--- config.mk ---
export PLATFORM = sky130hd
export DESIGN_NAME = uart_tx_en
export DESIGN_NICKNAME = d
export VERILOG_FILES = /design/src/rtl/uart_tx_en.sv
export SDC_FILE = /design/constraint.sdc
export NUM_CORES = 1
export LEC_CHECK = 0
export ABC_AREA = 1
export ABC_CLOCK_PERIOD_IN_PS = 4100
export CAP_MARGIN = 20
export CORE_MARGIN = 4
export CORE_UTILIZATION = 50
export CTS_BUF_LIST = sky130_fd_sc_hd__clkbuf_2
export CTS_CLUSTER_SIZE = 20
export DETAILED_ROUTE_END_ITERATION = 8
export MAX_ROUTING_LAYER = met4
export PLACE_DENSITY = 0.75
export SKIP_CTS_REPAIR_TIMING = 1
export SLEW_MARGIN = 5
export SYNTH_ARGS = -nofsm -noshare
export SYNTH_HDL_FRONTEND = slang
export SYNTH_SLANG_ARGS = --single-unit
--- constraint.sdc ---
create_clock -name clk -period 4.1 [get_ports clk]
set_input_delay 0.82 -clock clk [delete_from_list [all_inputs] [get_ports clk]]
set_output_delay 0.82 -clock clk [all_outputs]
set_load 0.01 [all_outputs]
--- src/rtl/uart_tx_en.sv ---
// uart_tx_en: oversampled 8N1 UART transmitter gated by an oversample tick.
// One bit period is Oversample pulses of en. A byte is taken on valid && ready
// (independent of en) and shifted out LSB first on a registered line.
// Optional macro UART_TX_PARITY_EN inserts an even-parity bit before the stop bit.
//
// state    | meaning
// ---------+------------------------------------------------------------
// S_IDLE   | line high, ready for a byte
// S_START  | driving the start bit (0)
// S_DATA   | driving shift_q[0]; bit_cnt_q data bits remain after this one
// S_PARITY | driving the even-parity bit (UART_TX_PARITY_EN only)
// S_STOP   | driving the stop bit (1); done pulses when it ends
module uart_tx_en #(
  parameter int Oversample = 16
) (
  input  logic       clk,
  input  logic       nReset,
  input  logic       en,
  input  logic       valid,
  input  logic [7:0] data,
  output logic       ready,
  output logic       out,
  output logic       busy,
  output logic       done
);

  localparam int CW = (Oversample > 1) ? $clog2(Oversample) : 1;
  localparam logic [CW-1:0] SAMPLE_RELOAD = CW'(Oversample - 1);

  typedef enum logic [2:0] {
    S_IDLE   = 3'd0,
    S_START  = 3'd1,
    S_DATA   = 3'd2,
    S_STOP   = 3'd3
`ifdef UART_TX_PARITY_EN
    ,S_PARITY = 3'd4
`endif
  } state_e;

  state_e          state_q, state_d;
  logic [CW-1:0]   sample_cnt_q, sample_cnt_d;
  logic [2:0]      bit_cnt_q, bit_cnt_d;
  logic [7:0]      shift_q, shift_d;
  logic            out_q, out_d;
  logic            done_q, done_d;
  logic            bit_end;
`ifdef UART_TX_PARITY_EN
  logic            parity_q, parity_d;
`endif

  assign bit_end = en && (sample_cnt_q == '0);

  // State and datapath registers; reset forces the line high immediately.
  always_ff @(posedge clk or negedge nReset) begin
    if (!nReset) begin
      state_q      <= S_IDLE;
      sample_cnt_q <= SAMPLE_RELOAD;
      bit_cnt_q    <= 3'd7;
      shift_q      <= 8'h00;
      out_q        <= 1'b1;
      done_q       <= 1'b0;
`ifdef UART_TX_PARITY_EN
      parity_q     <= 1'b0;
`endif
    end else begin
      state_q      <= state_d;
      sample_cnt_q <= sample_cnt_d;
      bit_cnt_q    <= bit_cnt_d;
      shift_q      <= shift_d;
      out_q        <= out_d;
      done_q       <= done_d;
`ifdef UART_TX_PARITY_EN
      parity_q     <= parity_d;
`endif
    end
  end

  // Next-state logic: accept in IDLE regardless of en, otherwise advance on en.
  always_comb begin
    state_d      = state_q;
    sample_cnt_d = sample_cnt_q;
    bit_cnt_d    = bit_cnt_q;
    shift_d      = shift_q;
`ifdef UART_TX_PARITY_EN
    parity_d     = parity_q;
`endif
    if (state_q == S_IDLE) begin
      if (valid) begin
        state_d      = S_START;
        sample_cnt_d = SAMPLE_RELOAD;
        bit_cnt_d    = 3'd7;
        shift_d      = data;
`ifdef UART_TX_PARITY_EN
        parity_d     = ^data;
`endif
      end
    end else if (en) begin
      if (bit_end) begin
        sample_cnt_d = SAMPLE_RELOAD;
        case (state_q)
          S_START: state_d = S_DATA;
          S_DATA: begin
            if (bit_cnt_q != 3'd0) begin
              shift_d   = {1'b0, shift_q[7:1]};
              bit_cnt_d = bit_cnt_q - 3'd1;
            end else begin
`ifdef UART_TX_PARITY_EN
              state_d = S_PARITY;
`else
              state_d = S_STOP;
`endif
            end
          end
`ifdef UART_TX_PARITY_EN
          S_PARITY: state_d = S_STOP;
`endif
          S_STOP:  state_d = S_IDLE;
          default: state_d = S_IDLE;
        endcase
      end else begin
        sample_cnt_d = sample_cnt_q - CW'(1);
      end
    end
  end

  // Output logic: the line register follows the state being entered, so it
  // changes exactly on the edge that starts each bit.
  always_comb begin
    out_d = 1'b1;
    case (state_d)
      S_START:  out_d = 1'b0;
      S_DATA:   out_d = shift_d[0];
`ifdef UART_TX_PARITY_EN
      S_PARITY: out_d = parity_d;
`endif
      default:  out_d = 1'b1;
    endcase
    done_d = (state_q == S_STOP) && bit_end;
  end

  assign ready = (state_q == S_IDLE);
  assign busy  = ~ready;
  assign out   = out_q;
  assign done  = done_q;

endmodule

## Yosys cells after proc, flatten, opt, wreduce, memory -nomap -nowiden

Index checks and enable logic that the tools add are counted.
W data, S select, Z words.

| storage, ports and cells | value |
|---|---|
| bits in registers | 20 |
| output and inout port bits | 4 |
| logic and storage cells | 50 |

| cells by class | value |
|---|---|
| bitwise operators | 1 |
| equal/unequal tests | 6 |
| reductions and logical operators | 11 |
| muxes and demuxes | 23 |
| $add $sub $neg | 2 |

Operators with widths:

| kind | count |
|---|---|
| $mux W8 | 6 |
| $mux W3 | 11 |
| $mux W4 | 4 |
| $eq A3 B2 Y1 const B | 3 |
| $reduce_bool A2 Y1 | 4 |
| $eq A3 B1 Y1 const B | 2 |
| $pmux W3 S2 | 1 |
| $reduce_and A5 Y1 | 1 |
| $logic_not A4 Y1 | 1 |
| $sub A4 B1 Y4 const B | 1 |
| $logic_not A3 Y1 | 1 |
| $reduce_bool A3 Y1 | 1 |
| $sub A3 B1 Y3 const B | 1 |
| $logic_and A1 B1 Y1 | 2 |
| $ne A2 B2 Y1 const B | 1 |
| $pmux W1 S2 | 1 |
| $reduce_and A2 Y1 | 1 |
| $not A1 Y1 | 1 |

## Longest topological paths before layout

Gate-level depths: netlist (run 1).

| depth | value |
|---|---|
| depth after elaboration | 8 |
| depth in mapped cells | 12 |
| gate-level depth less buffers | 12 |

## Worst setup path after synthesis (run 1)

Ideal clock, no wire load.

| timing path | value |
|---|---|
| kind | register to output |
| from | register state_q[2] |
| to | output port busy |
| stages on the path, launching flop included | 5 |
| buffers on the path | 0 |
| arrival time | 793 ps |
| setup slack | 2,487 ps |
| path through | dfrtp_1 -> inv_1 -> nand2_2 -> nor2_4 -> inv_4 |

| on the way | value |
|---|---|
| longest elaborated chain between the ends | 2 |

Ends and longest elaborated chain:

| item | line | RTL |
|---|---|---|
| start, declared | 40 | `state_e state_q, state_d;` |
| start signal, assigned | 66 | `state_q <= state_d;` |
| $logic_not A3 Y1 | 141 | `assign ready = (state_q == S_IDLE);` |
| via ready | 21 | `output logic ready,` |
| $not A1 Y1 | 142 | `assign busy = ~ready;` |
| end, declared | 23 | `output logic busy,` |

The timed path passes the listed nets, and every way through them passes these cells.

## Worst setup path after layout (run 1)

| timing path | value |
|---|---|
| from | register state_q[2] |
| to | output port ready |

| on the way | value |
|---|---|
| longest elaborated chain between the ends | 1 |

Ends and longest elaborated chain:

| item | line |
|---|---|
| $logic_not A3 Y1 | 141 |
| end, declared | 21 |

No other way between the ends.

==> impl_metrics.tcl, run 1 <==
set metrics [dict create \
    dieArea_mm2 0.00302 \
    overflow 0 \
    final_net_count 163 \
    wl_um 2050 \
    vias_per_cell 5.05 \
    grt_max_degree 21 \
    ys_warn_count 0 \
    fin_crit_ns 2.52 \
    tightest_slew_ns 0.864 \
    synth-edff-count 0 \
    hold-worst-slack_ns 0.500 \
    synth_area_mm2 0.00110 \
    tns_ns 0 \
    clk_pin_slew_ns 0.20 \
    start_util_pct 54.5 \
    clkSinkCount 20 \
    fill_cells 171 \
    startpoint_type "flip-flop" \
    grt_first_pass_wirelength_um 3550 \
    syn-num-nets 143 \
    finalSetupViolations 0 \
    io-pin-count 16 \
    rsz0062_at_grt "false" \
    cts_tree "built" \
    dr.pass1.iters 4 \
    hold_viol 0 \
    grtUsageTotal_pct 16.8 \
    clockBufferDepth 2 \
    stdcell_count 173 \
    max_clock_freq_ghz 0.396 \
    antenna_cells 0 \
    synth-main-ff-cell "dfrtp_1" \
    die_y_um 54.9 \
    clockRootBuffer "clkbuf_2" \
    synth_cells 127 \
    clock_latency_ns 0.32 \
    place_area_mm2 0.00128 \
    seq_area_frac_synth_pct 46.4 \
    drt_iter0_markers 25 \
    ir_drop_mv 0.394 \
    fin_skew_ns 0.00656 \
    routed-via-count 874 \
    stdcell_area_mm2 0.00133 \
    dpl.hpwl_um 1590 \
    die_width_um 54.9 \
    yosysUniqueCellTypes 30 \
    crit_type "reg2out" \
    htreeDepth 1 \
    cp.arrival_ns 1.70 \
    async_flop_share_pct 100 \
    netlist.area_leader.share_pct 27.3 \
    synth_area_per_cell_um2 8.67 \
    endpoint_kind "output port" \
    layout-drive-gt1-share_pct 24.7 \
    portBuffers 15 \
    period_share_pct 61.5 \
    ys_seq_elements 20 \
    drv_slew 0 \
    leakagePower_uw 0.000682 \
    status "completed" \
    max_slew_margin_pct 42.2 \
    rows 16 \
    core-area_mm2 0.00202 \
    wire_per_inst_um 11.8 \
    finalWeightedCongestion 0.731 \
    ant_nets 0 \
    cts_buffers 3 \
    drcViolationCount 0 \
    required_ns 3.28 \
    cap_violations 0 \
    antenna_found_initial 0 \
    synth_area_leaders "dfrtp_1, dfstp_2, nand2_1" \
    power_density_mw_per_mm2 636 \
    grt_pass1_vias 841 \
    synth_common_cells "nand2_1, inv_1, dfrtp_1" \
    hold_class "reg2reg" \
    area_growth_pct 20.8 \
    yosysMostFrequentCell "nand2_1" \
    crit_fanout 7 \
    place_inst 169 \
    yosysTopAreaCell "dfrtp_1" \
]
==> cell type report <==
| cell class | count | area (µm²) | share of cell area [%] |
|---|---|---|---|
| Clock inverter | 1 | 30.0 | 2.26 |
| Clock buffer | 3 | 15.0 | 1.13 |
| Timing Repair Buffer | 15 | 150 | 11.3 |
| Inverter | 22 | 92.6 | 6.96 |
| Multi-Input combinational cell | 85 | 498 | 37.4 |
| Tap cell | 27 | 33.8 | 2.54 |
| Sequential cell | 20 | 510 | 38.4 |
==> routing by layer <==
layer  part of all wire, %  routed length (µm)  GRT usage (%)  vias to the layer above
li1                      -                   -              -                      444
met3                   4.6                  94           2.95                        2
met2                    49                1000           26.6                       17
met4                  0.44                   9           4.86                        0
met1                    46                 939           22.2                      411
met5                     0                   0              -                        -
==> worst max-delay path, stage by stage, from the launching register on <==
cell and delay (ns):
dfrtp_1 0.46, inv_1 0.10, nand2_2 0.06, nor2_4 0.19, clkdlybuf4s50_1 0.58
==> cell families after synthesis <==
logic type      count (synthesis)  synth area share, %
buf+inv                        22                 8.41
mux                             1                 1.02
fa+ha+maj                       4                 4.55
compound gates                 14                 8.18
xor+xnor                        2                 1.59
simple gates                   64                 29.9
flops                          20                 46.4
==> power breakdown <==
part	total, µW	switching [µW]	internal, µW
Clock	148	63.4	84.2
Sequential	354	49.7	305
Combinational	344	203	141
Total	846	316	530
==> placed cells by master, fill, tap and decap left out, types with 5 or more instances in the layout <==
master           instances
nand3_1                  6
dfrtp_1                 12
o21ai_0                  5
clkdlybuf4s50_1         15
nand2_2                  6
nand2_1                 35
inv_1                   14
dfstp_2                  8
==> worst paths after layout <==
kind,startpoint,endpoint,slack (ns),depth (start not counted)
max in group asynchronous,nReset,done,2.61,1
worst min-delay path,bit_cnt_q[2],bit_cnt_q[2],0.50,2
worst max register to register,sample_cnt_q[0],shift_q[3],2.49,10
worst max-delay path,state_q[2],ready,1.58,4
min in group asynchronous,nReset,shift_q[1],0.96,1
worst min register to register,bit_cnt_q[2],bit_cnt_q[2],0.50,2
==> stage by stage <==
step,total power (µW),setup slack (ns),util (%)
after global placement,686,1.98,63.6
after floorplan,606,2.49,-
after detailed placement,707,1.95,63.6
after global routing,921,1.49,65.8
after CTS,854,1.57,65.8
final,846,1.58,65.8
==> flip-flops by register name, indices dropped and copies added (netlist names) <==
register      flops
shift_q           8
out               1
done              1
state_q           3
bit_cnt_q         3
sample_cnt_q      4
No activity file was read; power rests on OpenSTA's default activity.
==> run 2, diff against run 1 <==
--- a/config.mk
+++ b/config.mk
@@ -6,7 +6,7 @@
 export NUM_CORES = 1
 export LEC_CHECK = 0
 export ABC_AREA = 1
-export ABC_CLOCK_PERIOD_IN_PS = 4100
+export ABC_CLOCK_PERIOD_IN_PS = 2410
 export CAP_MARGIN = 20
 export CORE_MARGIN = 4
 export CORE_UTILIZATION = 50
==> constraint.sdc (replaced) <==
create_clock -name clk -period 2.41 [get_ports clk]
set_input_delay 0.482 -clock clk [delete_from_list [all_inputs] [get_ports clk]]
set_output_delay 0.482 -clock clk [all_outputs]
set_load 0.01 [all_outputs]
==> run 2 against run 1 <==
Against the previous run: worst hold slack worse by 0.033 ns; first-iteration DRC count is 40% lower; combinational power is 71% higher; largest cell class unchanged; sequential power is 71% higher; critical endpoint unchanged; sequential cell count stayed put.
==> impl_metrics.tcl, run 2 (synthesis results as in run 1) <==
set metrics [dict create \
    status "completed" \
    drcViolationCount 0 \
    final_cell_mix "nand2_1, clkdlybuf4s50_1, inv_1" \
    tightest_slew_ns 0.257 \
    fin_crit_ns 2.17 \
    place_inst 170 \
    portBuffers 15 \
    r2r_slack_ns 0.80 \
    ant_nets 0 \
    overflow 0 \
    clockRootBuffer "clkbuf_2" \
    finalSetupViolations 0 \
    rsz0062_at_grt "false" \
    start_util_pct 54.5 \
    ir_drop_mv 0.667 \
    p_total_uw 1440 \
    rows 16 \
    hold_viol 0 \
    critical_path.max_stage_delay_ns 0.58 \
    cts_tree "built" \
    cp.arrival_ns 1.69 \
    crit_type "reg2out" \
    grt_max_degree 21 \
    antenna_cells 0 \
    clock_latency_ns 0.32 \
    dpl.hpwl_um 1620 \
    stdcell_area_mm2 0.00134 \
    cap_violations 0 \
    path_cells "inv_1 > nand2_2 > nor2_4 > clkdlybuf4s50_1" \
    clk_pin_slew_ns 0.20 \
    die_y_um 54.9 \
    wire_per_inst_um 12.1 \
    clockBufferDepth 2 \
    grt_first_pass_wirelength_um 3490 \
    leakagePower_uw 0.000687 \
    startpoint_type "flip-flop" \
    period_share_pct 90.0 \
    place_area_mm2 0.00129 \
    crit_fanout 7 \
    area_growth_pct 21.5 \
    final_net_count 164 \
    max_slew_margin_pct 82.9 \
    final_common_cell "nand2_1" \
    wl_um 2110 \
    fill_cells 165 \
    required_ns 1.93 \
    drv_slew 0 \
    io-pin-count 16 \
    drt_iter0_markers 15 \
    dr.pass1.iters 4 \
    largestRegisters "shift_q x8, sample_cnt_q x4" \
    layout-drive-gt1-share_pct 25.2 \
    grtUsageTotal_pct 16.6 \
    largest_reg_flops 8 \
    power_density_mw_per_mm2 1080 \
    routed-via-count 878 \
    slowest_stage "clkdlybuf4s50_1" \
    tns_ns 0 \
    clkSinkCount 20 \
    finalWeightedCongestion 0.733 \
    top_register "shift_q" \
    stdcell_count 174 \
    vias_per_cell 5.05 \
    grt_pass1_vias 827 \
    endpoint_kind "output port" \
    dieArea_mm2 0.00302 \
    die_width_um 54.9 \
    hold_class "in2async" \
    htreeDepth 1 \
    max_clock_freq_ghz 0.461 \
    cts_buffers 3 \
    core-area_mm2 0.00202 \
    antenna_found_initial 0 \
    fin_skew_ns 0.0184 \
]
==> run 2: power breakdown <==
group,internal [µW],switching [µW]
Clock,143,103
Sequential,518,86.8
Combinational,239,348
Total,901,538
==> run 2: path summary, 6_finish.rpt <==
check | startpoint | endpoint | cells past startpoint
setup / recovery | state_q[2] | ready | 4
hold / removal | nReset | shift_q[2] | 2
setup reg to reg | sample_cnt_q[0] | shift_q[3] | 10
hold reg to reg | shift_q[7] | shift_q[7] | 2
max in group asynchronous | nReset | sample_cnt_q[3] | 2
min in group clk | shift_q[7] | shift_q[7] | 2
==> run 2: cell type report <==
cell class	count	area (µm²)	area share, %
clock buffers	3	15.0	1.12
clock inverters	1	30.0	2.25
inverters	22	92.6	6.92
multi-input cells	85	498	37.2
flip-flops and latches	20	510	38.2
well taps	27	33.8	2.53
repair buffers	16	158	11.8
==> run 2: stage by stage <==
step	hold slack (ns)	worst slack [ns]	utilization, %
after floorplan	0.186	0.953	-
after global placement	0.457	0.627	63.9
after detailed placement	0.463	0.607	63.9
after CTS	0.461	0.228	66.2
after global routing	0.460	0.137	66.2
final	0.467	0.241	66.2
==> run 2: routing by layer <==
layer	routed length, µm	GRT usage (%)	vias to the layer above
li1	-	-	443
met1	999	22.1	421
met2	1030	25.8	12
met3	62	2.41	2
met4	9	6.07	0
met5	0	-	-
==> run 2: critical path: cells and delay by family, from the launching register on <==
| kind | cells | cell delay (ns) |
|---|---|---|
| and+or+nand+nor | 2 | 0.25 |
| DFF | 1 | 0.45 |
| buffers and inverters | 2 | 0.68 |
==> run 3, diff against run 2 <==
--- a/config.mk
+++ b/config.mk
@@ -13,6 +13,7 @@
 export CTS_BUF_LIST = sky130_fd_sc_hd__clkbuf_2
 export CTS_CLUSTER_SIZE = 20
 export DETAILED_ROUTE_END_ITERATION = 8
+export HOLD_SLACK_MARGIN = 0.05
 export MAX_ROUTING_LAYER = met4
 export PLACE_DENSITY = 0.75
 export SKIP_CTS_REPAIR_TIMING = 1
==> results of run 3 <==
The final DEF is identical to that of run 2; final timing and power are the same.
